File: src/rtl/plus_asic_video_irq.sv
// ---------------------------------------------------------------------------
// plus_asic_video_irq
//
// CPC Plus ASIC video/interrupt block. It holds the memory-mapped colour RAM
// (pens, border, sprite inks), the programmable raster interrupt (PRI) and
// the delayed frame interrupt, with an IM2 vector and an interrupt FSM. It
// also turns the Gate-Array ink index into RGB through a pixel lookup
// pipeline with configurable latency.
//
// Optional feature macro: PLUS_LINE_READBACK_EN
//   defined   : 0x6806 reads the live line counter and 0x6807 reads
//               {6'b0, frame_pend, raster_pend}
//   undefined : both addresses read 0xFF
//
// Ports:
//   clk, reset_n          clock, asynchronous active-low reset
//   cen_16                pixel clock enable
//   MEM_WR, MEM_RD        CPU write/read strobes (levels, edge-detected here)
//   MEM_A, MEM_D          CPU address and write data
//   rd_data               register read data, valid the cycle after MEM_RD rises
//   rmr2_active           ASIC register window enabled
//   hsync_i, vsync_i      Gate-Array syncs
//   blank_i, ink_i        blanking and ink index for the pixel path
//   cpu_ack               Z80 interrupt-acknowledge cycle
//   int_enable            interrupt enable
//   int_vector, int_n     IM2 vector and active-low INT
//   rgb_r, rgb_g, rgb_b   pixel colour, OUT_BITS per channel
// ---------------------------------------------------------------------------
`timescale 1ns/1ps

module plus_asic_video_irq #(
  parameter int CLK_FREQ_HZ  = 32_000_000,
  parameter int NUM_INKS     = 32,
  parameter int PIX_LATENCY  = 2,
  parameter int INT_DELAY_US = 52,
  parameter int OUT_BITS     = 8
) (
  input  logic                clk,
  input  logic                reset_n,
  input  logic                cen_16,
  input  logic                MEM_WR,
  input  logic                MEM_RD,
  input  logic [15:0]         MEM_A,
  input  logic [7:0]          MEM_D,
  output logic [7:0]          rd_data,
  input  logic                rmr2_active,
  input  logic                hsync_i,
  input  logic                vsync_i,
  input  logic                blank_i,
  input  logic [4:0]          ink_i,
  input  logic                cpu_ack,
  input  logic                int_enable,
  output logic [7:0]          int_vector,
  output logic                int_n,
  output logic [OUT_BITS-1:0] rgb_r,
  output logic [OUT_BITS-1:0] rgb_g,
  output logic [OUT_BITS-1:0] rgb_b
);

  localparam int          FRAME_LOAD = (CLK_FREQ_HZ / 1_000_000) * INT_DELAY_US;
  localparam logic [31:0] FRAME_LOAD_W = 32'(FRAME_LOAD);
  localparam logic [15:0] ADDR_PRI  = 16'h6800;
  localparam logic [15:0] ADDR_IVR  = 16'h6805;
`ifdef PLUS_LINE_READBACK_EN
  localparam logic [15:0] ADDR_LINE = 16'h6806;
  localparam logic [15:0] ADDR_STAT = 16'h6807;
`endif

  typedef enum logic [1:0] {ST_IDLE, ST_ASSERT, ST_GAP} irq_state_t;

  // Replicate a nibble MSB-first and keep the top OUT_BITS bits.
  function automatic logic [OUT_BITS-1:0] expand(input logic [3:0] n);
    logic [11:0] rep;
    rep = {n, n, n};
    return rep[11 -: OUT_BITS];
  endfunction

  logic        hsync_q, vsync_q, mem_wr_q, mem_rd_q;
  logic        hsync_rise, vsync_fall, wr_stb, rd_stb;
  logic [3:0]  ram_r [NUM_INKS];
  logic [3:0]  ram_g [NUM_INKS];
  logic [3:0]  ram_b [NUM_INKS];
  logic [7:0]  pri;
  logic [4:0]  ivr_base;
  logic [7:0]  line_cnt;
  logic [31:0] frame_timer;
  logic        raster_pend, frame_pend;
  logic        raster_hit, frame_hit;
  logic        any_pend, ack_take, serve_raster, serve_frame;
  logic        in_colour, col_valid;
  logic [4:0]  col_idx;
  logic [7:0]  rd_next;
  logic [5:0]  pix_tap;
  logic        pix_blank;
  logic [4:0]  pix_ink;
  irq_state_t  state;

  // Previous-cycle copies of the level inputs, so each strobe and sync
  // transition is acted on exactly once.
  always_ff @(posedge clk or negedge reset_n) begin
    if (!reset_n) begin
      hsync_q  <= 1'b0;
      vsync_q  <= 1'b0;
      mem_wr_q <= 1'b0;
      mem_rd_q <= 1'b0;
    end else begin
      hsync_q  <= hsync_i;
      vsync_q  <= vsync_i;
      mem_wr_q <= MEM_WR;
      mem_rd_q <= MEM_RD;
    end
  end

  assign hsync_rise = hsync_i & ~hsync_q;
  assign vsync_fall = ~vsync_i & vsync_q;
  assign wr_stb     = MEM_WR & ~mem_wr_q & rmr2_active;
  assign rd_stb     = MEM_RD & ~mem_rd_q;

  // Colour RAM occupies 0x6400..0x643F, two bytes per ink; entries at or
  // beyond NUM_INKS are not decoded.
  assign in_colour = (MEM_A[15:6] == 10'h190);
  assign col_idx   = MEM_A[5:1];
  assign col_valid = in_colour && (int'(col_idx) < NUM_INKS);

  // Colour RAM writes: even byte carries R and B, odd byte carries G.
  always_ff @(posedge clk or negedge reset_n) begin
    if (!reset_n) begin
      for (int i = 0; i < NUM_INKS; i++) begin
        ram_r[i] <= 4'h0;
        ram_g[i] <= 4'h0;
        ram_b[i] <= 4'h0;
      end
    end else if (wr_stb && col_valid) begin
      if (!MEM_A[0]) begin
        ram_r[col_idx] <= MEM_D[7:4];
        ram_b[col_idx] <= MEM_D[3:0];
      end else begin
        ram_g[col_idx] <= MEM_D[3:0];
      end
    end
  end

  // PRI and IVR registers; the low three IVR bits are supplied by the
  // interrupt source and are never stored.
  always_ff @(posedge clk or negedge reset_n) begin
    if (!reset_n) begin
      pri      <= 8'h00;
      ivr_base <= 5'h00;
    end else if (wr_stb) begin
      case (MEM_A)
        ADDR_PRI: pri      <= MEM_D;
        ADDR_IVR: ivr_base <= MEM_D[7:3];
        default:  ;
      endcase
    end
  end

  // Read-data selection; anything unmapped, or the closed window, reads 0xFF.
  always_comb begin
    rd_next = 8'hFF;
    if (rmr2_active) begin
      if (col_valid) begin
        rd_next = MEM_A[0] ? {4'h0, ram_g[col_idx]}
                           : {ram_r[col_idx], ram_b[col_idx]};
      end else begin
        case (MEM_A)
          ADDR_PRI:  rd_next = pri;
          ADDR_IVR:  rd_next = {ivr_base, 3'b000};
`ifdef PLUS_LINE_READBACK_EN
          ADDR_LINE: rd_next = line_cnt;
          ADDR_STAT: rd_next = {6'b0, frame_pend, raster_pend};
`endif
          default:   rd_next = 8'hFF;
        endcase
      end
    end
  end

  // Read data is captured once per MEM_RD strobe and then held.
  always_ff @(posedge clk or negedge reset_n) begin
    if (!reset_n) begin
      rd_data <= 8'h00;
    end else if (rd_stb) begin
      rd_data <= rd_next;
    end
  end

  // Scanline counter restarts at VSYNC end; the frame timer reloads there
  // and counts down to the frame-interrupt point.
  always_ff @(posedge clk or negedge reset_n) begin
    if (!reset_n) begin
      line_cnt    <= 8'h00;
      frame_timer <= 32'd0;
    end else begin
      if (vsync_fall) begin
        line_cnt <= 8'h00;
      end else if (hsync_rise) begin
        line_cnt <= line_cnt + 8'd1;
      end
      if (vsync_fall) begin
        frame_timer <= FRAME_LOAD_W;
      end else if (frame_timer != 32'd0) begin
        frame_timer <= frame_timer - 32'd1;
      end
    end
  end

  // Raster compare uses the pre-increment line number; PRI of zero is off.
  assign raster_hit = hsync_rise && (pri != 8'h00) && (line_cnt == pri);
  assign frame_hit  = (frame_timer == 32'd1);

  assign any_pend     = raster_pend | frame_pend;
  assign ack_take     = (state == ST_ASSERT) && cpu_ack && any_pend;
  assign serve_raster = ack_take && raster_pend;
  assign serve_frame  = ack_take && !raster_pend;

  // Interrupt FSM with pending flags. A fresh event in the acknowledge
  // cycle is OR-ed in after the clear so it survives. The GAP state forces
  // one high cycle on int_n between back-to-back interrupts.
  always_ff @(posedge clk or negedge reset_n) begin
    if (!reset_n) begin
      state       <= ST_IDLE;
      int_n       <= 1'b1;
      int_vector  <= 8'h00;
      raster_pend <= 1'b0;
      frame_pend  <= 1'b0;
    end else begin
      raster_pend <= (raster_pend & ~serve_raster) | raster_hit;
      frame_pend  <= vsync_fall ? 1'b0 : ((frame_pend & ~serve_frame) | frame_hit);
      case (state)
        ST_IDLE: begin
          int_n <= 1'b1;
          if (any_pend) begin
            state <= ST_ASSERT;
            int_n <= ~int_enable;
          end
        end
        ST_ASSERT: begin
          if (ack_take) begin
            int_vector <= {ivr_base, (serve_raster ? 2'b00 : 2'b01), 1'b0};
            int_n      <= 1'b1;
            state      <= ST_GAP;
          end else if (!any_pend) begin
            int_n <= 1'b1;
            state <= ST_IDLE;
          end else begin
            int_n <= ~int_enable;
          end
        end
        ST_GAP: begin
          if (any_pend) begin
            state <= ST_ASSERT;
            int_n <= ~int_enable;
          end else begin
            state <= ST_IDLE;
            int_n <= 1'b1;
          end
        end
        default: begin
          state <= ST_IDLE;
          int_n <= 1'b1;
        end
      endcase
    end
  end

  // Pixel delay line ahead of the lookup; reset fills it with blank.
  generate
    if (PIX_LATENCY == 0) begin : g_nodelay
      assign pix_tap = {blank_i, ink_i};
    end else begin : g_delay
      logic [5:0] pipe [PIX_LATENCY];
      always_ff @(posedge clk or negedge reset_n) begin
        if (!reset_n) begin
          for (int i = 0; i < PIX_LATENCY; i++) begin
            pipe[i] <= 6'h20;
          end
        end else if (cen_16) begin
          pipe[0] <= {blank_i, ink_i};
          for (int i = 1; i < PIX_LATENCY; i++) begin
            pipe[i] <= pipe[i-1];
          end
        end
      end
      assign pix_tap = pipe[PIX_LATENCY-1];
    end
  endgenerate

  assign pix_blank = pix_tap[5];
  assign pix_ink   = pix_tap[4:0];

  // Registered colour lookup; a same-cycle RAM write is seen one tick later.
  always_ff @(posedge clk or negedge reset_n) begin
    if (!reset_n) begin
      rgb_r <= '0;
      rgb_g <= '0;
      rgb_b <= '0;
    end else if (cen_16) begin
      if (pix_blank || !(int'(pix_ink) < NUM_INKS)) begin
        rgb_r <= '0;
        rgb_g <= '0;
        rgb_b <= '0;
      end else begin
        rgb_r <= expand(ram_r[pix_ink]);
        rgb_g <= expand(ram_g[pix_ink]);
        rgb_b <= expand(ram_b[pix_ink]);
      end
    end
  end

endmodule

File: config.mk
export PLATFORM = sky130hd
export DESIGN_NAME = plus_asic_video_irq
export DESIGN_NICKNAME = d
export VERILOG_FILES = /design/src/rtl/plus_asic_video_irq.sv
export SDC_FILE = /design/constraint.sdc
export NUM_CORES = 1
export LEC_CHECK = 0
export ABC_AREA = 0
export CORE_MARGIN = 5
export CORE_UTILIZATION = 50
export CTS_CLUSTER_DIAMETER = 80
export CTS_CLUSTER_SIZE = 28
export DETAILED_ROUTE_END_ITERATION = 12
export PLACE_DENSITY = 0.67
export SLEW_MARGIN = 10
export SYNTH_ARGS = -nofsm -noshare
export SYNTH_HDL_FRONTEND = slang
export SYNTH_SLANG_ARGS = --single-unit
File: constraint.sdc
create_clock -name clk -period 7.4 [get_ports clk]
set_clock_uncertainty 0.2 [all_clocks]
set_input_delay 1.85 -clock clk [delete_from_list [all_inputs] [get_ports clk]]
set_output_delay 1.85 -clock clk [all_outputs]
set_load 0.01 [all_outputs]
After elaboration in Yosys (flattened, before gate mapping)

Index checks and enable logic that the tools add are counted.

Register bits after elaboration: 497
Input bits: 40
Output and inout port bits: 41

Add/subtract/negate cells: 2
Magnitude comparators: 3
Equality and inequality tests: 9
Mux-type cells: 44
Bitwise operators: 20
Reduce and logical (&&, ||, !) cells: 21

Operators by type and width:

| kind                                                                          | count |
|---|---|
| 128-bit bitwise mux                                                           | 3 |
| 4-bit binary-select mux with 5-bit select                                     | 6 |
| 32-bit 2-to-1 mux                                                             | 2 |
| 8-bit 2-to-1 mux                                                              | 8 |
| 4-bit 2-to-1 mux                                                              | 13 |
| 16-bit by 15-bit == test with 1-bit output (second input constant)            | 2 |
| 32-bit by 1-bit == test with 1-bit output (second input constant)             | 1 |
| 32-bit nonzero test                                                           | 1 |
| 32-bit by 1-bit subtractor with 32-bit output (second input constant)         | 1 |
| 4-bit demux with 5-bit select                                                 | 1 |
| 8-bit case mux with 2 select lines                                            | 1 |
| 6-bit >= comparator (second input constant)                                   | 2 |
| 5-bit NOT with 6-bit output                                                   | 2 |
| 2-bit AND reduction                                                           | 6 |
| 10-bit by 9-bit == test with 1-bit output (second input constant)             | 1 |
| 8-bit by 1-bit adder with 8-bit output (second input constant)                | 1 |
| 8-bit == test                                                                 | 1 |
| 1-bit logical AND                                                             | 8 |
| 1-bit NOT                                                                     | 8 |
| 8-bit nonzero test                                                            | 1 |
| 1-bit bitwise AND                                                             | 7 |
| 6-bit by 1-bit less-than comparator with 1-bit output (second input constant) | 1 |
| 2-bit 2-to-1 mux                                                              | 3 |
| 2-bit case mux with 3 select lines                                            | 1 |
| other kinds (11)                                                              | 18 |

Depth between registers and ports, before layout

Depth in word-level cells: 8
Mapped depth: 10
Gate-level depth less buffers: 8

Least setup slack after synthesis

OpenSTA, ideal clock, no wires.

Path type: input to register
Start: input MEM_A[1]
End: register rd_data[6]
Data arrival time: 3.960 ns
Slack: 3.114 ns
Cell stages on the path: 7
Path through: buf_2 -> buf_1 -> mux4_2 -> mux4_2 -> mux2i_1 -> nor2_1 -> o32a_1

Longest elaborated chain between the ends: 7
Elaborated cells on any way between the ends: 10

RTL lines:

| item                                                 | RTL line | source |
|---|---|---|
| from (decl)                                          | 43       | `input logic [15:0] MEM_A,` |
| 5-bit NOT with 6-bit output (not written as such)    | 164      | `: {ram_r[col_idx], ram_b[col_idx]};` |
| 4-bit binary-select mux with 5-bit select            | 164      |  |
| 4-bit 2-to-1 mux (not written as such) (2 in series) | 164      |  |
| 8-bit 2-to-1 mux                                     | 163      | `rd_next = MEM_A[0] ? {4'h0, ram_g[col_idx]}` |
| 8-bit 2-to-1 mux (*)                                 | 162      | `if (col_valid) begin` |
| 8-bit 2-to-1 mux (*)                                 | 161      | `if (rmr2_active) begin` |
| to (signal assigned)                                 | 184      | `rd_data <= rd_next;` |
| to (decl)                                            | 45       | `output logic [7:0] rd_data,` |

Every way passes the cells marked *; elsewhere a longest branch is shown, timed or not. The select of a mux whose other input is x is not followed.
A chain may end at the register's enable or synchronous reset.

Final worst setup path

Start: input MEM_A[14]
End: register ram_b[20] (netlist name)

Longest elaborated chain between the ends: 3

RTL lines:

| item                                      | RTL line | source |
|---|---|---|
| 10-bit by 9-bit == test with 1-bit output | 121      | `assign in_colour = (MEM_A[15:6] == 10'h190);` |
| 1-bit logical AND                         | 133      | `end else if (wr_stb && col_valid) begin` |
| 2-bit AND reduction (no source line)      | --       |  |
| to (signal, indexed assignment)           | 136      | `ram_b[col_idx] <= MEM_D[3:0];` |
| to (decl)                                 | 82       | `logic [3:0] ram_b [NUM_INKS];` |

No other way between the ends.

==> run summary <==
Status: finished clean
Max incr delay on CP: 0.88 ns
Fmax: 189 MHz
Number of remaining DRC errors: 0
Area contributors post-synth: dfrtp_1, mux2_2, mux4_2
Startpoint Class: input port
DRT antenna net count: 0
Vias post-DR: 16,600
Slew Viols, Final: 0
Root Driver: clkbuf_16
Hold Buf Count CTS: 0
Cells along the critical path: clkdlybuf4s50_1 -> nor4bb_1 -> nand2_1 -> nor4_1 -> nand2_1 -> nor2_1 -> mux2_2
# setup viols final: 0
Worst setup path startpoint: MEM_A[14]
Later-pin clock latency in the skew report: 0.62 ns
Initial DRC count: 1,759
H-tree depth: 1
Post-CTS setup buffers: 0
Overall die height: 236 um
Die ar.: 55,600 um^2
Post-synth ARST share: 100%
# port buffers: 78
EDFF count, synth: 0
DP HPWL: 47.8 mm
Synthesized netlist cell count: 1,846
Final net count: 1,873
Synthesized area per cell: 13.8 um^2
CORE AREA: 50,300 um^2
Register area share after synthesis: 47.5%
Worst path slowest cell: nor2_1
Clock transition at the registers of the reported paths: 0.09 ns
Worst R2R Setup Slack: 3.85 ns
Vias per inst: 6.56
Area leader, netlist: dfrtp_1
Vias in the first global route: 16,900
Final Hold Viols: 0
Worst path depth: 7
Rel. slew slack: 20.5%
Initial antenna violation count: 3
Crit path capture: ram_b[20]
Worst setup path class: in -> reg
TritonCTS clock tree: yes
Initial Util: 50.7%
Worst reg2reg path depth: 5
IO Pins: 81
Post-CTS sizing: 0
Rows: 82
Pwr/cell area: 188 nW/um^2
CP Max Fanout: 10
Total negative slack: 0 ns
First-pass GRT wire length: 109 mm
CP arrival: 5.58 ns
GP Congestion: 0.929
Avg WL per Cell: 27.9 um
CTS Buf Count: 28
Total Routing Usage GR: 25.1%
Crit end category: register
WHS: 0.317 ns
CP required: 7.69 ns
Synth top area share: 47.2%
Final Total Pwr: 5.21 mW
Fillers: 4,066
Hold crit path type: reg -> reg
RSZ-0062 raised after global routing: no
Leak: 12.3 nW
Least-Margin Pin Slew: 1.19 ns
Area grow syn2layout: 8.67%
Top FF cell, synth: dfrtp_1
TritonRoute pass-1 iters: 7
Final min period: 5.30 ns
Overall routed net length: 70.4 mm
Largest net degree at the start of global routing: 151
Maximum vdd drop: 167 uV
Worst r2r src: pix_tap[1]
Crit path buffers/inverters: 1
Netlist Area Pre-Place: 25,500 um^2
Synth Register Bits: 484
Maximum clock insertion buffer count: 3
Max-cap viol count: 0
Clock sink total: 484
Crit-path leading delay family: simple AND/OR/NAND/NOR gates
CP dominant cell by count: nand2_1
Die width: 236 um
Fin crit share: 71.6%
Cell variety after synth: 64
YS warnings: 0
GRT overflow: 0
Worst r2r dst: rgb_g[4]
Layout cell share with drive strength beyond 1: 38.5%
## logic make-up (layout without fill, tap and decap cells)
| family | Yosys count | count (layout) | synth area share, % |
|---|---|---|---|
| flops | 484 | 484 | 47.5 |
| other cells | 1 | 4 | 0.0147 |
| compound gates | 147 | 147 | 4.05 |
| buf+inv | 175 | 180 | 2.90 |
| xor+xnor | 42 | 42 | 1.44 |
| fa+ha+maj | 3 | 3 | 0.147 |
| mux | 686 | 686 | 37.8 |
| simple gates | 308 | 308 | 6.12 |
## routing by layer
layer,global-route usage (%),part of all wire (%),vias up
met2,38.9,47,718
li1,-,-,6932
met5,0,0.018,-
met1,36.4,42,8824
met4,5.44,2.1,2
met3,6.26,9.3,102
## flip-flops by register name (all words and copies together), names as in the netlist, 2 cells and up
signal and cells:
frame_timer 32, g_delay.pipe 6, int_vector 6, ivr_base 5
line_cnt 8, pix_tap 6, pri 8, ram_b 128
ram_g 128, ram_r 128, rd_data 8, rgb_b 4
rgb_g 4, rgb_r 4, state 2
## layout by cell type, fill, tap and decap left out, types with 7 or more instances in the layout
| cell type | netlist | final |
|---|---|---|
| nor3_1 | 20 | 19 |
| nand3_1 | 25 | 25 |
| mux2_2 | 418 | 418 |
| o22ai_1 | 16 | 16 |
| mux2i_1 | 88 | 88 |
| nor2_1 | 116 | 116 |
| inv_6 | 0 | 7 |
| buf_4 | 14 | 25 |
| buf_2 | 18 | 7 |
| inv_1 | 22 | 22 |
| nand2_1 | 53 | 53 |
| o21ai_0 | 25 | 25 |
| xor2_1 | 27 | 27 |
| clkdlybuf4s50_1 | 0 | 68 |
| a22oi_1 | 22 | 22 |
| mux4_2 | 180 | 180 |
| clkbuf_16 | 0 | 29 |
| nor2b_1 | 11 | 10 |
| or4_1 | 7 | 7 |
| a21oi_1 | 16 | 16 |
| nand4_1 | 7 | 7 |
| nor4_1 | 14 | 14 |
| nand2b_1 | 11 | 11 |
| o32ai_1 | 10 | 10 |
| xnor2_1 | 15 | 15 |
| dfrtp_1 | 481 | 478 |
| o211ai_1 | 17 | 17 |
## per-stage QoR
step	util (%)	worst slack, ns	cells	instance area, um^2
5_1_grt	55.1	2.01	2524	27700
6_report	55.1	2.10	2526	27700
3_5_place_dp	53.1	1.61	2472	26700
3_3_place_gp	53.1	1.60	2472	26700
2_1_floorplan	-	3.11	1847	25500
4_1_cts	55.1	2.25	2524	27700
## power breakdown
group / switching [mW] / internal, mW / leakage, nW
combinational: 0.392 / 0.241 / 5.24
clock: 1.01 / 0.814 / 0.482
sequential: 0.0603 / 2.69 / 6.63
## cell type report
cell class / count / area (um^2) / share of cell area, %
Antenna cell: 2 / 5.00 / 0.0181
Clock buffer: 33 / 741 / 2.67
Clock inverter: 19 / 250 / 0.903
Inverter: 22 / 82.6 / 0.298
Multi-Input combinational cell: 1188 / 12700 / 45.7
Sequential cell: 484 / 12100 / 43.8
Tap cell: 672 / 841 / 3.03
Timing Repair Buffer: 106 / 1010 / 3.64
## synthesized netlist by cell type, types with 14 or more instances
master / n
a21oi_1: 16
a22oi_1: 22
buf_1: 22
buf_2: 18
buf_4: 14
clkbuf_1: 98
dfrtp_1: 481
inv_1: 22
mux2_2: 418
mux2i_1: 88
mux4_2: 180
nand2_1: 53
nand3_1: 25
nor2_1: 116
nor3_1: 20
nor4_1: 14
o211ai_1: 17
o21ai_0: 25
o22ai_1: 16
xnor2_1: 15
xor2_1: 27
## how the worst min path moves through the flow
stage | start | slack (ns) | cells after the start | to
CTS | g_delay.pipe[6] | 0.32 | 1 | g_delay.pipe[6]
detailed placement | g_delay.pipe[6] | 0.29 | 1 | pix_tap[0]
global route | int_vector[5] | 0.33 | 1 | int_vector[5]
global placement | g_delay.pipe[8] | 0.29 | 1 | g_delay.pipe[8]
floorplan | raster_pend | 0.27 | 1 | int_vector[1]
finish | g_delay.pipe[6] | 0.32 | 1 | g_delay.pipe[6]
Power figures use the tool's default switching activity.
